### config.mk
export PLATFORM = sky130hd
export DESIGN_NAME = button_conditioner
export DESIGN_NICKNAME = d
export VERILOG_FILES = /design/src/rtl/button_conditioner.sv
export SDC_FILE = /design/constraint.sdc
export NUM_CORES = 1
export LEC_CHECK = 0
export ABC_CLOCK_PERIOD_IN_PS = 5600
export BUFFER_PORTS_ARGS = -buffer_cell sky130_fd_sc_hd__buf_2
export CAP_MARGIN = 20
export CORE_MARGIN = 2
export CORE_UTILIZATION = 40
export CTS_BUF_LIST = sky130_fd_sc_hd__clkbuf_4
export DETAILED_ROUTE_END_ITERATION = 16
export PLACE_DENSITY = 0.51
export SETUP_SLACK_MARGIN = 0.3
export SLEW_MARGIN = 20
export SYNTH_ARGS = -nofsm -noshare
export SYNTH_HDL_FRONTEND = slang
export SYNTH_SLANG_ARGS = --single-unit
### constraint.sdc
create_clock -name clk_50M -period 5.6 [get_ports clk_50M]
set_input_delay 0.28 -clock clk_50M [delete_from_list [all_inputs] [get_ports clk_50M]]
set_output_delay 0.28 -clock clk_50M [all_outputs]
set_load 0.01 [all_outputs]
### src/rtl/button_conditioner.sv
// Synchronises and debounces four raw buttons into the pause, lap, clear and view controls for the stopwatch.
// Latency is DEBOUNCE_CYCLES+3 cycles from a raw edge to an output change. There is no backpressure: outputs are free-running registered levels and pulses.
module button_conditioner #(
  parameter int DEBOUNCE_CYCLES = 500000,
  parameter int STRETCH_CYCLES  = 600000
) (
  input  logic clk_50M,
  input  logic reset,
  input  logic btn_pause,
  input  logic btn_lap,
  input  logic btn_view,
  input  logic btn_clear,
  output logic pause,
  output logic lap,
  output logic clear,
  output logic lap1,
  output logic lap2,
  output logic lap3
);

  localparam int DW = (DEBOUNCE_CYCLES > 2) ? $clog2(DEBOUNCE_CYCLES) : 1;
  localparam int SW = $clog2(STRETCH_CYCLES + 1);
  localparam logic [DW-1:0] DEB_LAST = DW'(DEBOUNCE_CYCLES - 1);
  localparam logic [SW-1:0] STR_LAST = SW'(STRETCH_CYCLES - 1);

  localparam int B_PAUSE = 0;
  localparam int B_LAP   = 1;
  localparam int B_VIEW  = 2;
  localparam int B_CLEAR = 3;

  typedef enum logic [2:0] {
    V_LIVE = 3'b000,
    V_L1   = 3'b100,
    V_L2   = 3'b010,
    V_L3   = 3'b001
  } view_e;

  logic [3:0]    raw;
  logic [3:0]    sync1_q, sync2_q;
  logic [3:0]    stable_q, stable_d;
  logic [3:0]    press_q, press_d;
  logic [DW-1:0] deb_cnt_q [4];
  logic [DW-1:0] deb_cnt_d [4];

  logic          pause_q, pause_d;
  logic          lap_q, lap_d;
  logic          clear_q, clear_d;
  logic [SW-1:0] lap_cnt_q, lap_cnt_d;
  logic [SW-1:0] clr_cnt_q, clr_cnt_d;
  view_e         view_q, view_d;

  assign raw = {btn_clear, btn_view, btn_lap, btn_pause};

  always_comb begin
    stable_d = stable_q;
    press_d  = '0;
    for (int i = 0; i < 4; i++) begin
      deb_cnt_d[i] = '0;
      if (sync2_q[i] != stable_q[i]) begin
        if (deb_cnt_q[i] == DEB_LAST) stable_d[i] = sync2_q[i];
        else                          deb_cnt_d[i] = deb_cnt_q[i] + DW'(1);
      end
      // Strobe registered alongside the stable update so it lines up with the new level
      press_d[i] = stable_d[i] & ~stable_q[i];
    end
  end

  always_comb begin
    pause_d   = pause_q;
    lap_d     = lap_q;
    clear_d   = clear_q;
    lap_cnt_d = lap_cnt_q;
    clr_cnt_d = clr_cnt_q;
    view_d    = view_q;

    if (lap_q) begin
      if (lap_cnt_q == '0) lap_d = 1'b0;
      else                 lap_cnt_d = lap_cnt_q - SW'(1);
    end
    if (clear_q) begin
      if (clr_cnt_q == '0) clear_d = 1'b0;
      else                 clr_cnt_d = clr_cnt_q - SW'(1);
    end

    if (press_q[B_CLEAR]) begin
      pause_d   = 1'b1;
      view_d    = V_LIVE;
      lap_d     = 1'b0;
      lap_cnt_d = '0;
      if (!clear_q) begin
        clear_d   = 1'b1;
        clr_cnt_d = STR_LAST;
      end
    end else begin
      if (press_q[B_PAUSE]) pause_d = ~pause_q;
      if (press_q[B_LAP] && !lap_q) begin
        lap_d     = 1'b1;
        lap_cnt_d = STR_LAST;
      end
      if (press_q[B_VIEW]) begin
        unique case (view_q)
          V_LIVE:  view_d = V_L1;
          V_L1:    view_d = V_L2;
          V_L2:    view_d = V_L3;
          default: view_d = V_LIVE;
        endcase
      end
    end
  end

  always_ff @(posedge clk_50M or negedge reset) begin
    if (!reset) begin
      sync1_q   <= '0;
      sync2_q   <= '0;
      stable_q  <= '0;
      press_q   <= '0;
      for (int i = 0; i < 4; i++) deb_cnt_q[i] <= '0;
      pause_q   <= 1'b1;
      lap_q     <= 1'b0;
      clear_q   <= 1'b0;
      lap_cnt_q <= '0;
      clr_cnt_q <= '0;
      view_q    <= V_LIVE;
    end else begin
      sync1_q   <= raw;
      sync2_q   <= sync1_q;
      stable_q  <= stable_d;
      press_q   <= press_d;
      for (int i = 0; i < 4; i++) deb_cnt_q[i] <= deb_cnt_d[i];
      pause_q   <= pause_d;
      lap_q     <= lap_d;
      clear_q   <= clear_d;
      lap_cnt_q <= lap_cnt_d;
      clr_cnt_q <= clr_cnt_d;
      view_q    <= view_d;
    end
  end

  assign pause = pause_q;
  assign lap   = lap_q;
  assign clear = clear_q;
  assign lap1  = view_q[2];
  assign lap2  = view_q[1];
  assign lap3  = view_q[0];

endmodule

==> impl_metrics.toml <==
[clock_network]
cts_tree = "yes"
cts_buffer_depth = 2
cts_resized = 0
clock_sinks = 138
clkTransAtPathRegs_ns = 0.12
htreeDepth = 4
worstSkewPairLatency_ns = 0.53
root_buffer = "clkbuf_4"
cts_made_buffers = 17

[floorplanning]
start_util_pct = 40.86
dieArea_um2 = 17930
die_w_um = 133.9
io_pins = 12
rows = 47
die_h_um = 133.9
core_area_um2 = 16520

[grt]
antenna_found_initial = 1
grt_overflow_total = 0
grt_pass1_wl_mm = 23.05
grt_max_degree = 83
grt_pass1_vias = 4850
track_usage_pct = 15.87

[place]
place_congestion = 0.8015
dpl.hpwl_mm = 8.571
dp_slack_ns = 3.165
numPortBuffers = 11

[setup_path]
cp_data_arrival_time_ns = 2.87
reg2reg_depth = 7
cpPeakStageDelay_ns = 0.70
path_max_fanout = 7
crit_path_end_kind = "flop"
crit_chain = "inv_1 > ha_1 > or4b_2 > nor4_1 > nand3_1 > a22oi_1 > nor2_1"
start_kind = "flop"
crit_required_ns = 6.00
slowest_stage = "or4b_2"
critPathKind = "flop to flop"

[sta]
finClkSkew_ns = 0.01839
period_needed_ns = 2.466
setup_ws_ns = 3.134
worst_slew_pin_slew_ns = 0.9766
finalCritPeriodShare_pct = 44.04
setup_viol = 0
slew_headroom_pct = 34.75
max_freq_ghz = 0.4055
tns_ns = 0
hold_viol = 0
rsz0062_at_grt = "no"
finalMaxSlewViolations = 0

[synthesis]
async_flop_share_pct = 100.0
synth_ff_type = "dfrtp_1"
synth_seq_cells = 138
mappedNetlistArea_um2 = 6751
seq_area_frac_synth_pct = 51.17
ys_warn_count = 0
syn_inst = 697
avgSynthCellArea_um2 = 9.686
synth_edf_count = 0
syn_nets = 711
ys_types = 55

[outcome]
status = "finished clean"

[layout]
syn_to_final_growth_pct = 9.136
finish.utilization_pct = 44.59
fillers = 1616
mostFrequentLayoutCell = "dfrtp_1"
layout-drive-gt1-share_pct = 8.690
nNetsFinal = 726
final_cell_mix = "dfrtp_1 (137), nor2_1 (130), xnor2_1 (48)"

[routing]
drt-vias-per-instance = 5.262
vias = 4978
wl_mm = 13.18
firstDrtPassIters = 6
drc = 0
ant_nets = 0
drtIter0Drc = 380
wl_per_cell_um = 13.93

[run]
cap_violations = 0

[power_and_ir_drop]
leakage_nw = 3.167
powerDensity_nw_per_um2 = 241.2
irDropWorstVdd_v = 0.0001296

[min_path]
hp-class = "primary input to async pin"
-- per-stage QoR --
stage / instance area [um2] / instances / power (mW) / hold slack (ns)
final: 7368 / 946 / 1.777 / 0.3566
after global routing: 7368 / 946 / 1.873 / 0.3171
after CTS: 7366 / 945 / 1.815 / 0.3161
after detailed placement: 7003 / 908 / 1.082 / 0.3347
after global placement: 7003 / 908 / 1.081 / 0.3324
after floorplan: 6751 / 697 / 1.053 / -0.01559
-- flip-flops by register name, indices dropped and copies added (netlist names) --
name / cells
deb_cnt_q: 76
view_q: 3
stable_q: 4
clr_cnt_q: 20
sync2_q: 4
clear: 1
lap: 1
lap_cnt_q: 20
sync1_q: 4
pause: 1
press_q: 4
-- worst max-delay path: cells and delay by family, from the launching register on --
family	cells	cell delay, ns
compound gates	1	0.17
fa+ha+maj	1	0.22
buf+inv	1	0.11
flops	1	0.46
simple gates	4	1.40
-- worst paths after layout --
kind / startpoint / to / slack (ns)
min in group clk_50M: sync1_q[2] / sync2_q[2] / 0.36
setup reg to reg: lap_cnt_q[0] / lap_cnt_q[16] / 3.13
setup / recovery: lap_cnt_q[0] / lap_cnt_q[16] / 3.13
max in group asynchronous: reset / lap_cnt_q[6] / 3.99
hold / removal: reset / clr_cnt_q[14] / 0.36
hold reg to reg: sync1_q[2] / sync2_q[2] / 0.36
-- kinds of logic (layout without fill, tap and decap cells) --
| logic type | count (synthesis) | in the layout | share of synthesized area (%) |
|---|---|---|---|
| adder cells (fa/ha/maj) | 8 | 8 | 1.483 |
| AO/OA/AOI/OAI | 76 | 76 | 7.172 |
| buffers and inverters | 45 | 73 | 2.761 |
| multiplexers | 9 | 9 | 1.408 |
| AND/OR/NAND/NOR | 339 | 339 | 25.37 |
| flip-flops | 138 | 138 | 51.17 |
| other | 0 | 1 | 0 |
| XOR/XNOR | 82 | 82 | 10.64 |
-- where the power goes --
part | total (mW) | leakage [nW] | switching [mW] | internal, mW
Combinational | 0.0480 | 1.09 | 0.0348 | 0.0132
Sequential | 1.02 | 1.90 | 0.00910 | 1.01
Clock | 0.714 | 0.179 | 0.359 | 0.355
-- synth_stat cells, drive strengths merged (4+ instances only) --
| library cell | n | share of area [%] |
|---|---|---|
| nand2b | 7 | 0.65 |
| nor3 | 23 | 1.7 |
| and4 | 5 | 0.65 |
| and3 | 8 | 0.74 |
| mux2i | 5 | 0.74 |
| o21ai | 19 | 1.4 |
| nand3 | 39 | 2.9 |
| mux2 | 4 | 0.67 |
| xor2 | 34 | 4.4 |
| or2 | 6 | 0.56 |
| nand4 | 24 | 2.2 |
| dfrtp | 137 | 51 |
| inv | 23 | 1.3 |
| or3 | 6 | 0.63 |
| nor4b | 5 | 0.65 |
| a22oi | 4 | 0.44 |
| nor3b | 7 | 0.85 |
| nor2 | 130 | 7.2 |
| nor2b | 4 | 0.37 |
| clkbuf | 11 | 0.61 |
| ha | 8 | 1.5 |
| buf | 11 | 0.87 |
| nand4b | 4 | 0.52 |
| nand2 | 42 | 2.3 |
| xnor2 | 48 | 6.2 |
| a311oi | 6 | 0.78 |
| o41ai | 4 | 0.52 |
| or4 | 6 | 0.72 |
| a21oi | 25 | 1.9 |
| nor4 | 11 | 1.1 |
-- timing repair --
item / in CTS / in global routing
hold buffers: 5 / 0
buffers inserted: 0 / 0
setup endpoints to repair: 0 / 0
endpoints found under the hold margin: 84 / 0
-- final cells by class --
type,instances,area (um2),area share [%]
sequential,138,3455,46.88
multi-input combinational,514,3110,42.21
tap,220,275.3,3.736
clock inverter,14,177.7,2.411
clock buffer,18,135.1,1.834
timing repair buffer,18,126.4,1.715
inverter,23,86.33,1.172
antenna,1,2.502,0.03396
-- routing by layer --
layer,routed length [um],vias up,track usage [%]
met3,424,12,3.590
met1,6528,2439,21.65
met2,6129,75,24.59
li1,-,2452,-
met5,0,-,0
met4,99,0,6.324
Note: power is estimated with default switching activity, not from simulation.
